<file path="config.mk">
export PLATFORM = sky130hd
export DESIGN_NAME = layer_stream_ctrl
export DESIGN_NICKNAME = d
export VERILOG_FILES = /design/src/rtl/layer_stream_ctrl.sv
export SDC_FILE = /design/constraint.sdc
export NUM_CORES = 1
export LEC_CHECK = 0
export CAP_MARGIN = 20
export CORE_MARGIN = 2
export CORE_UTILIZATION = 45
export CTS_BUF_LIST = sky130_fd_sc_hd__clkbuf_8
export DETAILED_ROUTE_END_ITERATION = 8
export PLACE_DENSITY = 0.75
export REMOVE_ABC_BUFFERS = 1
export SLEW_MARGIN = 15
export SYNTH_ARGS = -nofsm -noshare
export SYNTH_HDL_FRONTEND = slang
export SYNTH_SLANG_ARGS = --single-unit
</file>
<file path="constraint.sdc">
create_clock -name clk -period 35.5 [get_ports clk]
set_input_delay 3.55 -clock clk [delete_from_list [all_inputs] [get_ports clk]]
set_output_delay 3.55 -clock clk [all_outputs]
set_load 0.05 [all_outputs]
</file>
<file path="src/rtl/layer_stream_ctrl.sv">
`default_nettype none
// ============================================================================
// Module   : layer_stream_ctrl
// Brief    : Captures a parallel neuron frame and either serialises it or
//            reports the argmax (class index and value) of the frame.
// Revision : 1.0
// ============================================================================
module layer_stream_ctrl #(
    parameter int NN        = 30,
    parameter int dataWidth = 16,
    parameter     MODE      = "stream",
    parameter int IDXW      = (NN > 1) ? $clog2(NN) : 1
) (
    input  logic                    clk,
    input  logic                    rst,
    input  logic [NN-1:0]           i_valid,
    input  logic [NN*dataWidth-1:0] i_data,
    input  logic                    o_ready,
    output logic                    o_valid,
    output logic [dataWidth-1:0]    o_data,
    output logic [IDXW-1:0]         o_idx,
    output logic                    o_last,
    output logic                    busy,
    output logic                    overrun,
    output logic                    partial_err
);

    typedef enum logic [1:0] {
        S_IDLE   = 2'd0,
        S_STREAM = 2'd1,
        S_SCAN   = 2'd2,
        S_RESULT = 2'd3
    } state_t;

    localparam bit              c_argmax     = (MODE == "argmax");
    localparam logic [IDXW-1:0] c_last       = IDXW'(NN - 1);
    localparam logic [IDXW-1:0] c_scan_first = (NN > 1) ? IDXW'(1) : '0;
    // A single-element argmax frame needs no scan and goes straight to RESULT.
    localparam state_t          c_cap_state  = !c_argmax ? S_STREAM :
                                               ((NN == 1) ? S_RESULT : S_SCAN);

    state_t                        r_state;
    state_t                        w_next;
    logic [IDXW-1:0]               r_cnt;
    logic signed [dataWidth-1:0]   r_buf [NN];
    logic signed [dataWidth-1:0]   r_max;
    logic [IDXW-1:0]               r_max_idx;
    logic                          r_overrun;
    logic                          r_partial;

    logic w_full;
    logic w_partial;
    logic w_final_hs;
    logic w_capture;

    assign w_full    = &i_valid;
    assign w_partial = (|i_valid) && !w_full;
    // The frame's final handshake frees the buffer in the same edge, so a
    // coincident frame is taken back-to-back instead of being dropped.
    assign w_final_hs = ((r_state == S_STREAM) && o_ready && (r_cnt == c_last)) ||
                        ((r_state == S_RESULT) && o_ready);
    assign w_capture  = w_full && ((r_state == S_IDLE) || w_final_hs);

    always_ff @(posedge clk) begin
        if (!rst) begin
            r_state <= S_IDLE;
        end else begin
            r_state <= w_next;
        end
    end

    always_comb begin
        w_next  = r_state;
        o_valid = 1'b0;
        o_data  = '0;
        o_idx   = '0;
        o_last  = 1'b0;
        busy    = (r_state != S_IDLE);
        case (r_state)
            S_IDLE: begin
                if (w_capture) begin
                    w_next = c_cap_state;
                end
            end
            S_STREAM: begin
                o_valid = 1'b1;
                o_data  = r_buf[r_cnt];
                o_idx   = r_cnt;
                o_last  = (r_cnt == c_last);
                if (o_ready && (r_cnt == c_last)) begin
                    w_next = w_capture ? c_cap_state : S_IDLE;
                end
            end
            S_SCAN: begin
                if (r_cnt == c_last) begin
                    w_next = S_RESULT;
                end
            end
            S_RESULT: begin
                o_valid = 1'b1;
                o_data  = r_max;
                o_idx   = r_max_idx;
                o_last  = 1'b1;
                if (o_ready) begin
                    w_next = w_capture ? c_cap_state : S_IDLE;
                end
            end
            default: begin
                w_next = S_IDLE;
            end
        endcase
    end

    always_ff @(posedge clk) begin
        if (!rst) begin
            r_cnt     <= '0;
            r_max     <= '0;
            r_max_idx <= '0;
            r_overrun <= 1'b0;
            r_partial <= 1'b0;
        end else begin
            if (w_capture) begin
                r_cnt     <= (c_cap_state == S_SCAN) ? c_scan_first : '0;
                r_max     <= i_data[dataWidth-1:0];
                r_max_idx <= '0;
            end else if ((r_state == S_STREAM) && o_ready && (r_cnt != c_last)) begin
                r_cnt <= r_cnt + IDXW'(1);
            end else if (r_state == S_SCAN) begin
                // Strict compare keeps the lowest index on ties.
                if (r_buf[r_cnt] > r_max) begin
                    r_max     <= r_buf[r_cnt];
                    r_max_idx <= r_cnt;
                end
                if (r_cnt != c_last) begin
                    r_cnt <= r_cnt + IDXW'(1);
                end
            end
            if (w_full && !w_capture) begin
                r_overrun <= 1'b1;
            end
            if (w_partial) begin
                r_partial <= 1'b1;
            end
        end
    end

    always_ff @(posedge clk) begin
        if (w_capture) begin
            for (int n = 0; n < NN; n++) begin
                r_buf[n] <= i_data[n*dataWidth +: dataWidth];
            end
        end
    end

    assign overrun     = r_overrun;
    assign partial_err = r_partial;

endmodule
`default_nettype wire

</file>
==> out/results.ini, run 1 <==
[sta]
worst_pin_slew_ns = 1.08
finalCritPeriodShare = 0.235
slew_viol_final = 0
fmax_mhz = 120
layout_min_cycle_time_ns = 8.34
rsz0062_at_grt = false
slew_headroom = 0.279
finalSetupViolCount = 0
hold_viol_final = 0
skew_ns = 0.0327
tns_ns = 0

[global_route]
grt_pass1_vias = 13526
antenna_found_initial = 7
overflow = 0
use_met1 = 0.300
grt_max_degree = 186
grt_usage = 0.244
busiest_layer = met2
grt_pass1_wl_mm = 84.0
use_met3 = 0.0781
use_met2 = 0.406

[power]
power.density_nw_per_um2 = 43.0
power_leakage_nw = 8.98
ir_drop_mv = 0.0365

[clock_network]
cts_sinks = 515
cts_made_buffers = 86
cts_root_buf = clkbuf_8
clkTransAtPathRegs_ns = 0.07
ctsHoldBuffers = 0
clkLatencyLatePin_ns = 0.68
postCtsSetupRepairBufs = 0
ctsHtreeMaxLevel = 3
cts_buffer_depth = 3
cts_tree = done
cts_resized = 0

[synth]
ys_ff_latch = 515
ys.flop_type = edfxtp_1
yosysTopAreaCellShare = 0.696
ys_top_cells_by_count = edfxtp_1 (480), mux4_2 (94), mux2i_1 (52), nor2_1 (52), dfxtp_1 (35)
synth_most_common_cell = edfxtp_1
yosys.area_share.adder = 0.0109
synth_edf_count = 480
synthCells = 1124
ys_types = 54
synth_top_family_by_area = multiplexers
synth_compound_area_frac = 0.0511
synth_mux_area_frac = 0.144
synth_area_um2 = 20700
synth_area_leaders = edfxtp_1 (70%), mux4_2 (10%), dfxtp_1 (3.4%)
synth_xor_area_frac = 0.00169
async_reset_ff_frac = 0
yosysSeqAreaShare = 0.730
yosys_warnings = 0
yosysTopAreaCell = edfxtp_1
synthSimpleGateAreaFrac = 0.0427
synth.avg_cell_area_um2 = 18.4

[die]
core_um2 = 45400
num_io_pins = 539
dieArea_um2 = 47700
die_h_um = 218
fp.dieW_um = 218
start_util = 0.456
row_count = 78

[run_status]
outcome = finished clean

[placed_design]
dp_cells = 2210
io_buffers = 538
gp_congestion = 0.837
dp_hpwl_mm = 42.0

[finish]
drive_gt1_frac = 0.153
syn_to_final_growth_pct = 36.6
nNetsFinal = 2231
stdcell_count = 2365

[route]
drt_iter0_drc = 1134
routedWlPerCell_um = 25.0
drc_errors = 0
via_per_inst = 5.48
ant_nets = 0
vias = 12956
drt_wl_total_mm = 59.2
first_pass_iters = 5

[worst_setup_path]
critPathLaunchType = register
cp_max_fo = 60
worstPathArrival_ns = 4.79
criticalPathCategory = reg2out
cp-end-kind = primary output
required_ns = 31.95

[worst_hold_path]
min_path_type = reg2reg

[run]
maxCapViolations = 0

final timing paths:
path	startpoint	end	slack [ns]	depth (start not counted)
worst max register to register	register	r_max[1]	29.50	13
worst min-delay path	partial_err	partial_err	0.47	1
worst min register to register	partial_err	partial_err	0.47	1
worst max-delay path	register	o_data[10]	27.16	8
per-layer routing:
layer | routed length (um) | up-vias
li1 | - | 5803
met4 | 1720 | 10
met1 | 22700 | 6449
met3 | 5320 | 107
met2 | 29400 | 587
met5 | 69 | -
layout by cell type, fill, tap and decap left out, types with 11 or more instances in the layout:
| cell | Yosys | final |
|---|---|---|
| dfxtp_1 | 35 | 30 |
| a22oi_1 | 14 | 14 |
| mux4_2 | 94 | 94 |
| inv_1 | 18 | 40 |
| ha_1 | 18 | 18 |
| clkdlybuf4s50_1 | 0 | 538 |
| a21oi_1 | 17 | 17 |
| clkinv_1 | 3 | 23 |
| nand4_1 | 18 | 18 |
| nor2_1 | 52 | 52 |
| clkbuf_8 | 0 | 87 |
| nor4_1 | 20 | 20 |
| mux2_2 | 30 | 30 |
| clkinv_2 | 0 | 11 |
| nand3_1 | 28 | 28 |
| o22ai_1 | 34 | 34 |
| a211oi_1 | 17 | 17 |
| edfxtp_1 | 480 | 480 |
| mux2i_1 | 52 | 52 |
| o21ai_0 | 18 | 18 |
| nand2_1 | 21 | 21 |
| buf_4 | 11 | 11 |
cell families (layout without fill, tap and decap cells):
kind of cell               count (synthesis)  after routing
xor gates and xnor gates                   4              4
DFF                                      515            515
AOI/OAI and AO/OA                        153            153
and+or+nand+nor                          174            174
other                                      0              3
muxes                                    176            176
adders and majority gates                 18             18
buffers and inverters                     84            722
report_power, final:
group / leakage (nW) / internal (mW) / switching [mW]
clock network: 0.898 / 0.252 / 0.240
registers: 4.60 / 0.662 / 0.0000284
logic: 3.48 / 0.0495 / 0.0127
total: 8.98 / 0.964 / 0.253
through the flow:
stage	power, mW	cell area (um2)	util	worst slack (ns)	hold WS, ns
final	1.22	28300	0.623	27.16	0.468
after global routing	1.26	28300	0.623	26.86	0.498
after CTS	1.23	28200	0.622	27.00	0.471
after detailed placement	0.737	26700	0.587	27.72	0.457
after global placement	0.736	26700	0.587	27.81	0.450
after floorplan	0.677	20400	-	17.96	0.448
worst max-delay path: stages (launching register included):
cell and delay [ns]:
dfxtp_4 0.61, buf_4 0.80, mux2_2 0.31, mux4_2 0.25
nor2_1 0.05, nor4_1 0.71, mux2i_1 0.15, nor2_1 0.24
clkdlybuf4s50_1 0.86
flip-flops by register name (all words and copies together) (netlist names), named ones only:
name and cells:
r_state 2, r_cnt 5, partial_err 1, r_max 16
overrun 1, r_max_idx 5, r_buf 480
area by class of cell:
type	count	area, um2
clock buffers	87	1200
fillers	3336	17100
multi-input cells	525	5210
diodes	3	7.51
repair buffers	551	5520
flip-flops and latches	515	15100
well taps	600	751
inverters	21	86.3
clock inverters	63	389
Power figures use the tool's default switching activity.
==> run 2: changes to the inputs <==
PLACE_DENSITY = 0.78   (was 0.75)
clock period = 7.16 ns   (was 35.5 ns; I/O delays follow)
==> out/results.ini, run 2 (synthesis gave the netlist of run 1 again) <==
[clock_network]
postCtsSetupRepairBufs = 0  ; unchanged
cts_buffer_depth = 3  ; unchanged
ctsHtreeMaxLevel = 3  ; unchanged
ctsHoldBuffers = 0  ; unchanged
cts_sinks = 515  ; unchanged
cts_root_buf = clkbuf_8
cts_tree = done
cts_made_buffers = 87  ; +1.2%
clkTransAtPathRegs_ns = 0.06  ; about the same
clkLatencyLatePin_ns = 0.67  ; about the same
cts_resized = 0  ; unchanged

[finish]
syn_to_final_growth_pct = 36.5  ; about the same
final_cell_area_um2 = 28300  ; about the same
final_common_cell = clkdlybuf4s50_1
largest_register = r_buf
largest_registers = r_buf: 480 flops, r_max: 16 flops
drive_gt1_frac = 0.153  ; +0.000394
final_cell_mix = clkdlybuf4s50_1 (538), edfxtp_1 (480), mux4_2 (94)
largest_reg_flops = 480  ; unchanged
stdcell_count = 2365  ; unchanged
utilization = 0.623  ; about the same
nNetsFinal = 2229  ; -0.090%

[route]
first_pass_iters = 5  ; unchanged
via_per_inst = 5.52  ; +0.84%
vias = 13065  ; +0.84%
drt_iter0_drc = 1247  ; +10%
drt_wl_total_mm = 59.0  ; -0.40%
ant_nets = 0  ; unchanged
drc_errors = 0  ; unchanged
routedWlPerCell_um = 24.9  ; -0.40%

[worst_setup_path]
path_buf_inv = 1  ; -1
required_ns = 7.73  ; -24.22 ns
cp_max_fo = 40  ; -33%
cp_slowest_stage_delay_ns = 0.75  ; -0.11 ns
worstPathCellList = buf_4, mux2i_1, a22oi_1, nand3_1, nand3_1, or2_2, ha_1, nand4_1, nor4_1, o21ai_0, nand3_1, nand3_1, o211ai_1
critPathLaunchType = register
critical-path-top-delay-family = simple AND/OR/NAND/NOR gates
slowest_stage = nand3_1
criticalPathCategory = reg2reg
crit_top_cell = nand3_1
cp-end-kind = register
worstPathArrival_ns = 5.98  ; +1.19 ns

[die]
core_um2 = 45400  ; unchanged
fp.dieW_um = 218  ; unchanged
die_h_um = 218  ; unchanged
row_count = 78  ; unchanged
start_util = 0.456  ; unchanged
num_io_pins = 539  ; unchanged
dieArea_um2 = 47700  ; unchanged

[power]
ir_drop_mv = 0.231  ; +530%
power_leakage_nw = 8.93  ; -0.51%
power.density_nw_per_um2 = 212  ; +390%

[sta]
finalSetupViolCount = 0  ; unchanged
finalCritPeriodShare = 0.755
hold_viol_final = 0  ; unchanged
layout_min_cycle_time_ns = 5.41
fin_ws_ns = 1.75  ; -25.41 ns
rsz0062_at_grt = false
whs_ns = 0.479  ; +0.0109 ns
slew_headroom = 0.254  ; -0.0246
slew_viol_final = 0  ; unchanged
skew_ns = 0.0195  ; -0.0132 ns
worst_pin_slew_ns = 1.11  ; +0.0334 ns
fmax_mhz = 185

[placed_design]
pre_cts_ws_ns = 1.83  ; -25.90 ns
placed_area_um2 = 26700  ; +0.11%
dp_cells = 2209  ; -0.045%
dp_hpwl_mm = 42.7  ; +1.6%
gp_congestion = 0.850  ; +1.6%
io_buffers = 538  ; unchanged

[global_route]
grt_pass1_wl_mm = 84.4  ; +0.46%
grt_pass1_vias = 13737  ; +1.6%
grt_max_degree = 153  ; -18%
grt_usage = 0.244  ; -0.000250
antenna_found_initial = 2  ; -5
overflow = 0  ; unchanged

[run_status]
outcome = finished clean

[worst_hold_path]
min_path_type = reg2reg

[run]
maxCapViolations = 0  ; unchanged

==> run 2: tightest hold or removal path: stages (launching register included) <==
cell and delay [ns]:
dfxtp_1 0.31, o31ai_1 0.06, a21oi_1 0.06
==> run 2: stage by stage <==
stage	setup TNS (ns)	total power, mW
floorplan	-4022.37	3.36
global placement	0	3.65
detailed placement	0	3.65
CTS	0	6.06
global route	0	6.20
finish	0	6.00
==> run 2: area by class of cell <==
class / instances / area [um2]
antenna: 1 / 2.50
sequential: 515 / 15100
multi-input combinational: 525 / 5210
tap: 600 / 751
fill: 3223 / 17100
timing repair buffer: 548 / 5510
clock inverter: 67 / 360
inverter: 21 / 86.3
clock buffer: 88 / 1210
==> run 2: layer usage <==
layer  GRT usage  part of all wire  vias to the layer above
met5           0           0.00022                        -
met1       0.303              0.38                     6550
met2       0.416              0.51                      637
met4      0.0741             0.025                        2
met3      0.0699             0.085                       91
li1            -                 -                     5785
==> run 2: where the power goes <==
| group | switching, mW | total, mW | internal (mW) |
|---|---|---|---|
| Clock | 1.18 | 2.40 | 1.22 |
| Combinational | 0.0630 | 0.308 | 0.245 |
| Sequential | 0.000397 | 3.28 | 3.28 |
| Total | 1.24 | 6.00 | 4.75 |
==> run 2: final timing paths <==
kind / cells past startpoint / to / from / slack [ns]
setup / recovery: 13 / r_max[11] / register / 1.75
hold reg to reg: 2 / r_max_idx[1] / r_max_idx[1] / 0.48
hold / removal: 2 / r_max_idx[1] / r_max_idx[1] / 0.48
setup reg to reg: 13 / r_max[11] / register / 1.75
